[config.mk]
export PLATFORM = sky130hd
export DESIGN_NAME = rf_write_arbiter
export DESIGN_NICKNAME = d
export VERILOG_FILES = /design/src/rtl/rf_write_arbiter.sv
export SDC_FILE = /design/constraint.sdc
export NUM_CORES = 1
export LEC_CHECK = 0
export CAP_MARGIN = 10
export CORE_MARGIN = 2
export CORE_UTILIZATION = 35
export DETAILED_ROUTE_END_ITERATION = 8
export PLACE_DENSITY_LB_ADDON = 0.15
export SLEW_MARGIN = 20
export SYNTH_ARGS = -nofsm -noshare
export SYNTH_HDL_FRONTEND = slang
export SYNTH_SLANG_ARGS = --single-unit
[constraint.sdc]
create_clock -name clk -period 3.2 [get_ports clk]
set_input_delay 0.64 -clock clk [delete_from_list [all_inputs] [get_ports clk]]
set_output_delay 0.64 -clock clk [all_outputs]
set_load 0.05 [all_outputs]
[src/rtl/rf_write_arbiter.sv]
// rtl/rf_write_arbiter.sv - round-robin arbiter for the single register-file write port
// Three requesters (ALU, load, link) share one write-back stage; outputs are registered.
module rf_write_arbiter #(
    parameter int DATA_W = 32,
    parameter int ADDR_W = 5
) (
    input  logic              clk,
    input  logic              rst_n,
    input  logic [2:0]        req_valid,
    input  logic [ADDR_W-1:0] req_addr0,
    input  logic [ADDR_W-1:0] req_addr1,
    input  logic [ADDR_W-1:0] req_addr2,
    input  logic [DATA_W-1:0] req_data0,
    input  logic [DATA_W-1:0] req_data1,
    input  logic [DATA_W-1:0] req_data2,
    output logic [2:0]        req_ready,
    input  logic              stall,
    output logic [1:0]        wr_sel,
    output logic              wr_en,
    output logic [ADDR_W-1:0] wr_addr,
    output logic [DATA_W-1:0] wr_data
);

    logic [1:0]        ptr;
    logic [1:0]        cand;
    logic [1:0]        gidx;
    logic              gvalid;
    logic [ADDR_W-1:0] sel_addr;
    logic [DATA_W-1:0] sel_data;

    function automatic logic [1:0] next_idx(input logic [1:0] x);
        return (x == 2'd2) ? 2'd0 : x + 2'd1;
    endfunction

    // Scan ptr, ptr+1, ptr+2 (mod 3); grants are suppressed in reset and under stall.
    always_comb begin
        gvalid = 1'b0;
        gidx   = 2'd0;
        cand   = ptr;
        if (rst_n && !stall) begin
            for (int k = 0; k < 3; k++) begin
                if (!gvalid && req_valid[cand]) begin
                    gvalid = 1'b1;
                    gidx   = cand;
                end
                cand = next_idx(cand);
            end
        end
    end

    assign req_ready = gvalid ? (3'b001 << gidx) : 3'b000;

    always_comb begin
        sel_addr = req_addr0;
        sel_data = req_data0;
        case (gidx)
            2'd1: begin
                sel_addr = req_addr1;
                sel_data = req_data1;
            end
            2'd2: begin
                sel_addr = req_addr2;
                sel_data = req_data2;
            end
            default: begin
                sel_addr = req_addr0;
                sel_data = req_data0;
            end
        endcase
    end

    // Writes to $0 are accepted and latched but never enabled at the register file.
    always_ff @(posedge clk or negedge rst_n) begin
        if (!rst_n) begin
            ptr     <= 2'd0;
            wr_en   <= 1'b0;
            wr_sel  <= 2'd0;
            wr_addr <= '0;
            wr_data <= '0;
        end else if (gvalid) begin
            ptr     <= next_idx(gidx);
            wr_sel  <= gidx;
            wr_addr <= sel_addr;
            wr_data <= sel_data;
            wr_en   <= (sel_addr != '0);
        end else begin
            wr_en   <= 1'b0;
        end
    end

endmodule

; ---- Yosys cells after proc, flatten, opt, wreduce, memory -nomap -nowiden
; Index checks and enable logic that the tools add are counted.
[totals]
ff_bits = 42
input_bits = 117
output_inout_bits = 43
wordCells = 46
[classes]
magnitude_cmp = 3
n_reduce_logical = 7
mux = 23
eq_ne = 4
n_addsub = 3
shifts = 1
[ops]
columns = op, n
row1 = $pmux 32 s2, 1
row2 = $mux 2, 7
row3 = $mux 1, 10
row4 = $pmux 5 s2, 1
row5 = $lt 2x3->1 const B, 3
row6 = $add 2x1->2 const B, 3
row7 = $bmux 1 s2, 3
row8 = $eq 2x2->1 const B, 3
row9 = $reduce_bool 5->1, 1
row10 = $logic_and 1x1->1, 3
row11 = $logic_not 1->1, 3
row12 = $mux 3, 1
row13 = $shl 1x2->3 const A, 1
row14 = $eq 2x1->1 const B, 1

; ---- Depth between registers and ports, before layout
; Gate-level depths: netlist of run 1.
[depth]
word_depth = 16
mapped_depth = 11
depth_no_buf = 9

; ---- Worst setup path after synthesis of run 1
; OpenSTA, ideal clock, no wires.
[synth_path]
kind = input-to-output
from = in rst_n
to = out req_ready[1]
n_path_buf = 2
required_ps = 2560
path_stages = 8
arrival_ps = 2627
path_slack_ps = -67
path_cell_list = nor2b_1 -> o2111ai_1 -> inv_1 -> ha_1 -> buf_2 -> clkbuf_1 -> inv_1 -> nor2_1
[synth_via]
elab_chain_len = 4
elab_cells_between_ends = 5
classes_between = shift (1) / mux (3) / reduce/logical (1)
[synth_rtl]
columns = element, line
row1 = start: declaration, 8  ; input logic rst_n,
row2 = $logic_and 1x1->1, 40  ; if (rst_n && !stall) begin
row3 = $mux 2, 40
row4 = net gidx[0], 26  ; logic [1:0] gidx;
row5 = $shl 1x2->3, 51  ; assign req_ready = gvalid ? (3'b001 << gidx) : 3'b000;
row6 = $mux 3, 51
row7 = end: declaration, 16  ; output logic [2:0] req_ready,
; The timed path passes the listed nets, and every way through them passes these cells.

; ---- Worst setup path after layout of run 1
[layout_path]
from = in req_valid[2]
to = out req_ready[1]
[layout_via]
elab_chain_len = 14
elab_cells_between_ends = 22
classes_between = shift (1) / mux (17) / reduce/logical (4)
[layout_rtl]
columns = element, line
row1 = start: declaration, 9  ; input logic [2:0] req_valid,
row2 = $bmux 1 s2, 42  ; if (!gvalid && req_valid[cand]) begin
row3 = $mux 1 (not written as such), 42
row4 = $mux 1, 42
row5 = $mux 1, 40
row6 = $logic_not 1->1, 42
row7 = $logic_and 1x1->1, 42
row8 = $mux 1, 42
row9 = $mux 1, 40
row10 = $logic_not 1->1, 42
row11 = $logic_and 1x1->1, 42
row12 = $mux 2 (*), 42
row13 = $mux 2 (*), 40
row14 = net gidx[1], 26
row15 = $shl 1x2->3 (*), 51
row16 = $mux 3 (*), 51
; Mark *: on every way through the listed nets, which the timed path passes. The rest lies on a longest branch. The select of a mux whose other input is x is not followed.

==> qor.csv, run 1 <==
stage;metric;value;unit
run_status;outcome;complete, no violations;
power_and_ir_drop;Peak VDD IR;244;µV
worst_setup_path;WP data arrival;2330;ps
drt;DR WL/cell;14.4;µm
timing;Sum Neg Setup Slack;0;ps
logic_synthesis;number of standard cells after synthesis;277;
logic_synthesis;Post-Synth Adder-Cell Area;0.0272;
cts;Reg clk slew, reported paths;80;ps
grt;first-pass GRT wire length;11600;µm
drt;Pre-antenna DRT Iters;4;
logic_synthesis;ys flop type;dfrtp_1;
finish;total inserted antenna cells;0;
logic_synthesis;Distinct cells, synth;23;
finish;final-layout fill cell count;582;
floorplan;die width;85.1;µm
timing;slew margin rel.;0.630;
cts;Max H-tree Level;2;
finish;final non-filler cell total;506;
timing;Worst-Margin Slew;553;ps
timing;minimum clock period;2970;ps
logic_synthesis;post-synthesis xor/xnor area fraction;0;
logic_synthesis;Seq/Total Area, Yosys;0.456;
logic_synthesis;syn avg cell area;8.32;µm²
worst_setup_path;critical-path maximum fanout;4;
place;placed cells;499;
worst_hold_path;worst min path class;primary input to asynchronous set/reset pin;
logic_synthesis;post-synthesis net count;399;
worst_setup_path;kind of critical path;primary input to output port;
power_and_ir_drop;PwrDens;455;nW/µm²
timing;Max Slew Vio Count;0;
drt;WL final;7300;µm
timing;RSZ-0062 raised after global routing;no;
grt;largest net degree at the start of global routing;52;
drt;Residual DRC;0;
logic_synthesis;most frequent cells after synthesis;nand2_1, o21ai_0, dfrtp_1;
worst_setup_path;R2R setup slack;880;ps
logic_synthesis;post-synth top area share;0.456;
worst_setup_path;Crit path required time;2560;ps
timing;final setup violation count;0;
logic_synthesis;post-synthesis register bit count;42;
logic_synthesis;FFs w/ async S/R, synth;1.00;
drt;initial detailed-routing violation count;76;
cts;post-cts sizing count;0;
timing;Hold WS;470;ps
place;number of port buffers;159;
timing;Final Hold Fails;0;
timing;Final period util;0.928;
power_and_ir_drop;leakage;1.65;nW
floorplan;die height;85.1;µm
floorplan;Top Ports;160;
logic_synthesis;number of flops mapped to enable cells by yosys;0;
timing;Post-Route Skew;3.53;ps
grt;initial antenna violation count;0;
cts;clk buf depth;2;
cts;CTS sink count;42;
cts;Skew-Pair Late Insertion Delay;290;ps
drt;vias per cell;4.95;
place;Detailed Place HPWL;5570;µm
drt;Final ANT Viol Nets;0;
finish;area delta synth->final;77.1;%
cts;post-CTS setup buffers;0;
floorplan;# rows;29;
logic_synthesis;count of yosys warnings during synthesis;0;
logic_synthesis;top cells by area, synth;dfrtp_1, o21ai_0, nand2_1;
cts;CTS tree;built;
floorplan;die area;7250;µm²
job;Max Cap Violations;0;
finish;post-layout util;0.643;
cts;CTS Buf Count;5;
logic_synthesis;most common cell in the netlist;nand2_1;
floorplan;Starting Density;0.363;
logic_synthesis;main combinational cell family by area after synthesis;compound AO/OA/AOI/OAI gates;
worst_setup_path;startpoint types;primary input;
logic_synthesis;post-synth top area cell;dfrtp_1;
drt;vias post-DR;2505;
cts;CTS Root Cell;clkbuf_8;
place;GPL Wtd Cong;0.782;
grt;GRT Overall Usage;0.202;
finish;layout cells sized above 1;0.0559;
logic_synthesis;compound-gate portion of the synthesized area;0.307;
logic_synthesis;Post-Syn Area;2300;µm²
finish;# nets final;551;
grt;GRT Residual Overflow;0;
logic_synthesis;simple-gate area share of the yosys netlist;0.131;
timing;Max Clk Rate;0.337;GHz
logic_synthesis;mux contribution to synthesized area;0.0228;
worst_setup_path;CP Capture Type;output port;
floorplan;CORE AREA;6350;µm²
grt;vias in the first global route;2437;
cts;Post-CTS Hold Buffers;0;
==> metal layers <==
layer  track usage  vias up  part of all wire  wire, µm
li1              -     1272                 -         -
met1         0.247     1140              0.41      3020
met2         0.347       86              0.49      3600
met3        0.0671        7             0.082       600
met4        0.0433        0             0.010        74
met5             0        -                 0         0
==> sequential cells by signal, summed over array words and instances (netlist names) <==
name	cells
wr_sel	2
wr_data	32
wr_en	1
ptr	2
wr_addr	5
==> critical path: stages <==
cell and delay, ps:
clkdlybuf4s50_1 480, a21boi_1 310, o211a_1 260, inv_1 100, ha_1 240, inv_1 90, nor2_2 50, buf_12 160
==> metrics by stage <==
stage / area, µm² / setup slack, ps / total power, mW
6_report: 4080 / 229 / 1.85
4_1_cts: 4080 / 231 / 1.88
3_5_place_dp: 4000 / 173 / 1.55
3_3_place_gp: 4000 / 286 / 1.54
2_1_floorplan: 2310 / 102 / 1.16
5_1_grt: 4080 / 142 / 1.96
==> report_power, final <==
part	total (mW)	switching, mW	internal [mW]
Combinational	0.868	0.517	0.350
Clock	0.320	0.170	0.150
Sequential	0.666	0.0453	0.621
==> final cells by class <==
cell class / count / area (µm²) / area share
clock buffer: 7 / 76.3 / 0.0187
sequential: 42 / 1050 / 0.258
timing repair buffer: 169 / 1700 / 0.418
inverter: 6 / 22.5 / 0.00552
multi-input combinational: 205 / 1130 / 0.277
tap: 77 / 96.3 / 0.0236
==> cell usage in the layout, fill, tap and decap left out, types with 4 or more instances in the layout <==
| master | Yosys | layout |
|---|---|---|
| clkdlybuf4s50_1 | 0 | 155 |
| o21ai_0 | 69 | 69 |
| inv_1 | 6 | 6 |
| ha_1 | 5 | 4 |
| a22oi_1 | 34 | 34 |
| nand2_1 | 74 | 74 |
| buf_12 | 0 | 4 |
| dfrtp_1 | 42 | 42 |
| clkbuf_8 | 0 | 5 |
| buf_4 | 0 | 9 |
==> path summary, 6_finish.rpt <==
path / startpoint / end / cells after the start
setup / recovery: req_valid[2] / req_ready[1] / 8
hold / removal: rst_n / wr_data[27]$_DFFE_PN0P_ / 2
setup reg to reg: ptr[1]$_DFFE_PN0P_ / wr_en$_DFF_PN0_ / 9
hold reg to reg: wr_data[3]$_DFFE_PN0P_ / wr_data[3]$_DFFE_PN0P_ / 2
max in group asynchronous: rst_n / wr_data[7]$_DFFE_PN0P_ / 2
min in group clk: wr_data[3]$_DFFE_PN0P_ / wr_data[3]$_DFFE_PN0P_ / 2
==> kinds of logic (layout without fill, tap and decap cells) <==
| kind of cell | count (synthesis) | count (layout) |
|---|---|---|
| buffers and inverters | 30 | 182 |
| DFF | 42 | 42 |
| muxes | 5 | 5 |
| and+or+nand+nor | 79 | 79 |
| AOI/OAI and AO/OA | 116 | 116 |
| adders and majority gates | 5 | 5 |
No activity file was read; power rests on OpenSTA's default activity.
==> inputs of run 2 (changes only) <==
PLACE_DENSITY = 0.88   (was default)
PLACE_DENSITY_LB_ADDON = default   (was 0.15)
SETUP_SLACK_MARGIN = 0.2   (was default)
==> qor.csv, run 2 (same netlist as run 1, synthesis figures left out) <==
stage;metric;value;unit
grt;initial antenna violation count;0;
floorplan;die area;7250;µm²
floorplan;CORE AREA;6350;µm²
finish;max reg flops;32;
cts;post-CTS setup buffers;0;
grt;GRT Residual Overflow;0;
timing;Hold WS;440;ps
worst_setup_path;kind of critical path;primary input to output port;
grt;largest net degree at the start of global routing;55;
finish;area delta synth->final;78.7;%
finish;final-layout fill cell count;541;
drt;vias per cell;5.08;
power_and_ir_drop;sw frac;0.382;
worst_setup_path;startpoint types;primary input;
worst_setup_path;critical path startpoint;req_valid[0];
cts;Max H-tree Level;2;
grt;first-pass GRT wire length;12300;µm
finish;total inserted antenna cells;0;
finish;Reg with most FFs;wr_data;
cts;CTS tree;built;
place;placed cells;498;
drt;Final ANT Viol Nets;0;
run_status;outcome;complete, no violations;
floorplan;Top Ports;160;
timing;minimum clock period;2920;ps
drt;Pre-antenna DRT Iters;4;
drt;DR WL/cell;15.1;µm
timing;RSZ-0062 raised after global routing;no;
timing;Post-Route Skew;5.64;ps
worst_setup_path;reg2reg start;ptr[1]$_DFFE_PN0P_;
cts;CTS sink count;42;
grt;vias in the first global route;2658;
worst_setup_path;cells along the critical path;clkdlybuf4s50_1 -> a21oi_1 -> o211a_1 -> inv_1 -> ha_2 -> inv_1 -> nor2_1 -> buf_12;
cts;CTS Buf Count;5;
place;DP Area;4000;µm²
power_and_ir_drop;Pint;1.21;mW
finish;most common cell after layout, fill and taps aside;clkdlybuf4s50_1;
worst_setup_path;CP peak stage delay;560;ps
job;Max Cap Violations;0;
worst_hold_path;worst min path class;primary input to asynchronous set/reset pin;
finish;# nets final;550;
worst_setup_path;critical-path maximum fanout;4;
timing;slew margin rel.;0.634;
power_and_ir_drop;leakage;1.66;nW
worst_setup_path;WP data arrival;2280;ps
place;GPL Wtd Cong;0.854;
finish;final non-filler cell total;506;
cts;clk buf depth;2;
drt;WL final;7660;µm
grt;GRT Overall Usage;0.213;
floorplan;Starting Density;0.363;
worst_setup_path;R2R setup slack;940;ps
worst_setup_path;Worst Setup EP;req_ready[0];
finish;Final Instance Area;4120;µm²
cts;Reg clk slew, reported paths;80;ps
cts;Skew-Pair Late Insertion Delay;290;ps
place;Detailed Place HPWL;5930;µm
timing;Worst-Margin Slew;549;ps
finish;Seq. cell area;1050;µm²
timing;Final Hold Fails;0;
timing;Final period util;0.912;
timing;Sum Neg Setup Slack;0;ps
worst_setup_path;CP Capture Type;output port;
worst_setup_path;Reg2Reg Capture Point;wr_en$_DFF_PN0_;
worst_setup_path;R2R cell count;9;
drt;Residual DRC;0;
power_and_ir_drop;clock share of power;0.210;
worst_setup_path;Worst path most repeated cell;inv_1;
power_and_ir_drop;logic gate share of total power;0.446;
power_and_ir_drop;Seq pwr share;0.343;
power_and_ir_drop;Net Sw Power;0.747;mW
drt;initial detailed-routing violation count;91;
finish;Largest regs;wr_data (32), wr_addr (5);
floorplan;# rows;29;
power_and_ir_drop;Peak VDD IR;307;µV
place;number of port buffers;159;
cts;CTS Root Cell;clkbuf_8;
power_and_ir_drop;PwrDens;474;nW/µm²
finish;area occupied by multi-input gates;1140;µm²
floorplan;die height;85.1;µm
worst_setup_path;CP max stage cell;clkdlybuf4s50_1;
timing;Max Slew Vio Count;0;
drt;vias post-DR;2570;
worst_setup_path;Crit path required time;2560;ps
finish;layout cells sized above 1;0.0629;
timing;final setup violation count;0;
floorplan;die width;85.1;µm
finish;most frequent cells in the layout;clkdlybuf4s50_1, nand2_1, o21ai_0;
cts;Post-CTS Hold Buffers;0;
timing;Max Clk Rate;0.343;GHz
-- run 2: layer usage --
| metal | track usage | wire length, µm | vias to the layer above | share of wire |
|---|---|---|---|---|
| met5 | 0 | 0 | - | 0 |
| met4 | 0.0678 | 162 | 0 | 0.021 |
| met3 | 0.0506 | 506 | 13 | 0.066 |
| met2 | 0.386 | 4010 | 98 | 0.52 |
| met1 | 0.247 | 2990 | 1185 | 0.39 |
| li1 | - | - | 1274 | - |
-- run 2: worst min path at each step --
stage	startpoint	to	slack (ps)	cells after the start
floorplan	rst_n	ptr[0]$_DFFE_PN0P_	340	0
global placement	wr_data[22]$_DFFE_PN0P_	wr_data[22]$_DFFE_PN0P_	460	2
detailed placement	wr_data[28]$_DFFE_PN0P_	wr_data[28]$_DFFE_PN0P_	470	2
CTS	rst_n	wr_sel[1]$_DFFE_PN0P_	460	2
global route	rst_n	wr_sel[1]$_DFFE_PN0P_	470	2
finish	rst_n	wr_sel[1]$_DFFE_PN0P_	440	2
-- run 2: critical path: cells and delay by family --
family	cells	cell delay [ps]
adder cells (fa/ha/maj)	1	190
AO/OA/AOI/OAI	2	350
buffers and inverters	4	900
AND/OR/NAND/NOR	1	190
-- run 2: power groups by stage --
stage          clock, mW  combinational (mW)  sequential [mW]
5_1_grt            0.452               0.925            0.684
2_1_floorplan          0               0.166            0.991
6_report           0.411               0.871            0.670
4_1_cts            0.422               0.876            0.670
3_3_place_gp           0               0.859            0.675
3_5_place_dp           0               0.874            0.681
-- run 2: cell type report --
| class | instances | area share |
|---|---|---|
| Inverter | 6 | 0.00547 |
| Sequential cell | 42 | 0.255 |
| Multi-Input combinational cell | 205 | 0.278 |
| Tap cell | 77 | 0.0234 |
| Clock inverter | 1 | 0.00730 |
| Clock buffer | 7 | 0.0185 |
| Timing Repair Buffer | 168 | 0.412 |
-- run 2: what timing repair did --
item / CTS / global route
gates resized for setup: 0 / 2
hold endpoints to repair: 0 / 0
setup endpoints to repair: 0 / 3
-- run 2: per-stage QoR --
step / util / setup slack, ps / power (mW)
4_1_cts: 0.647 / 225 / 1.97
6_report: 0.648 / 281 / 1.95
3_5_place_dp: 0.630 / 126 / 1.55
3_3_place_gp: 0.630 / 252 / 1.53
5_1_grt: 0.648 / 203 / 2.06
2_1_floorplan: - / 137 / 1.16
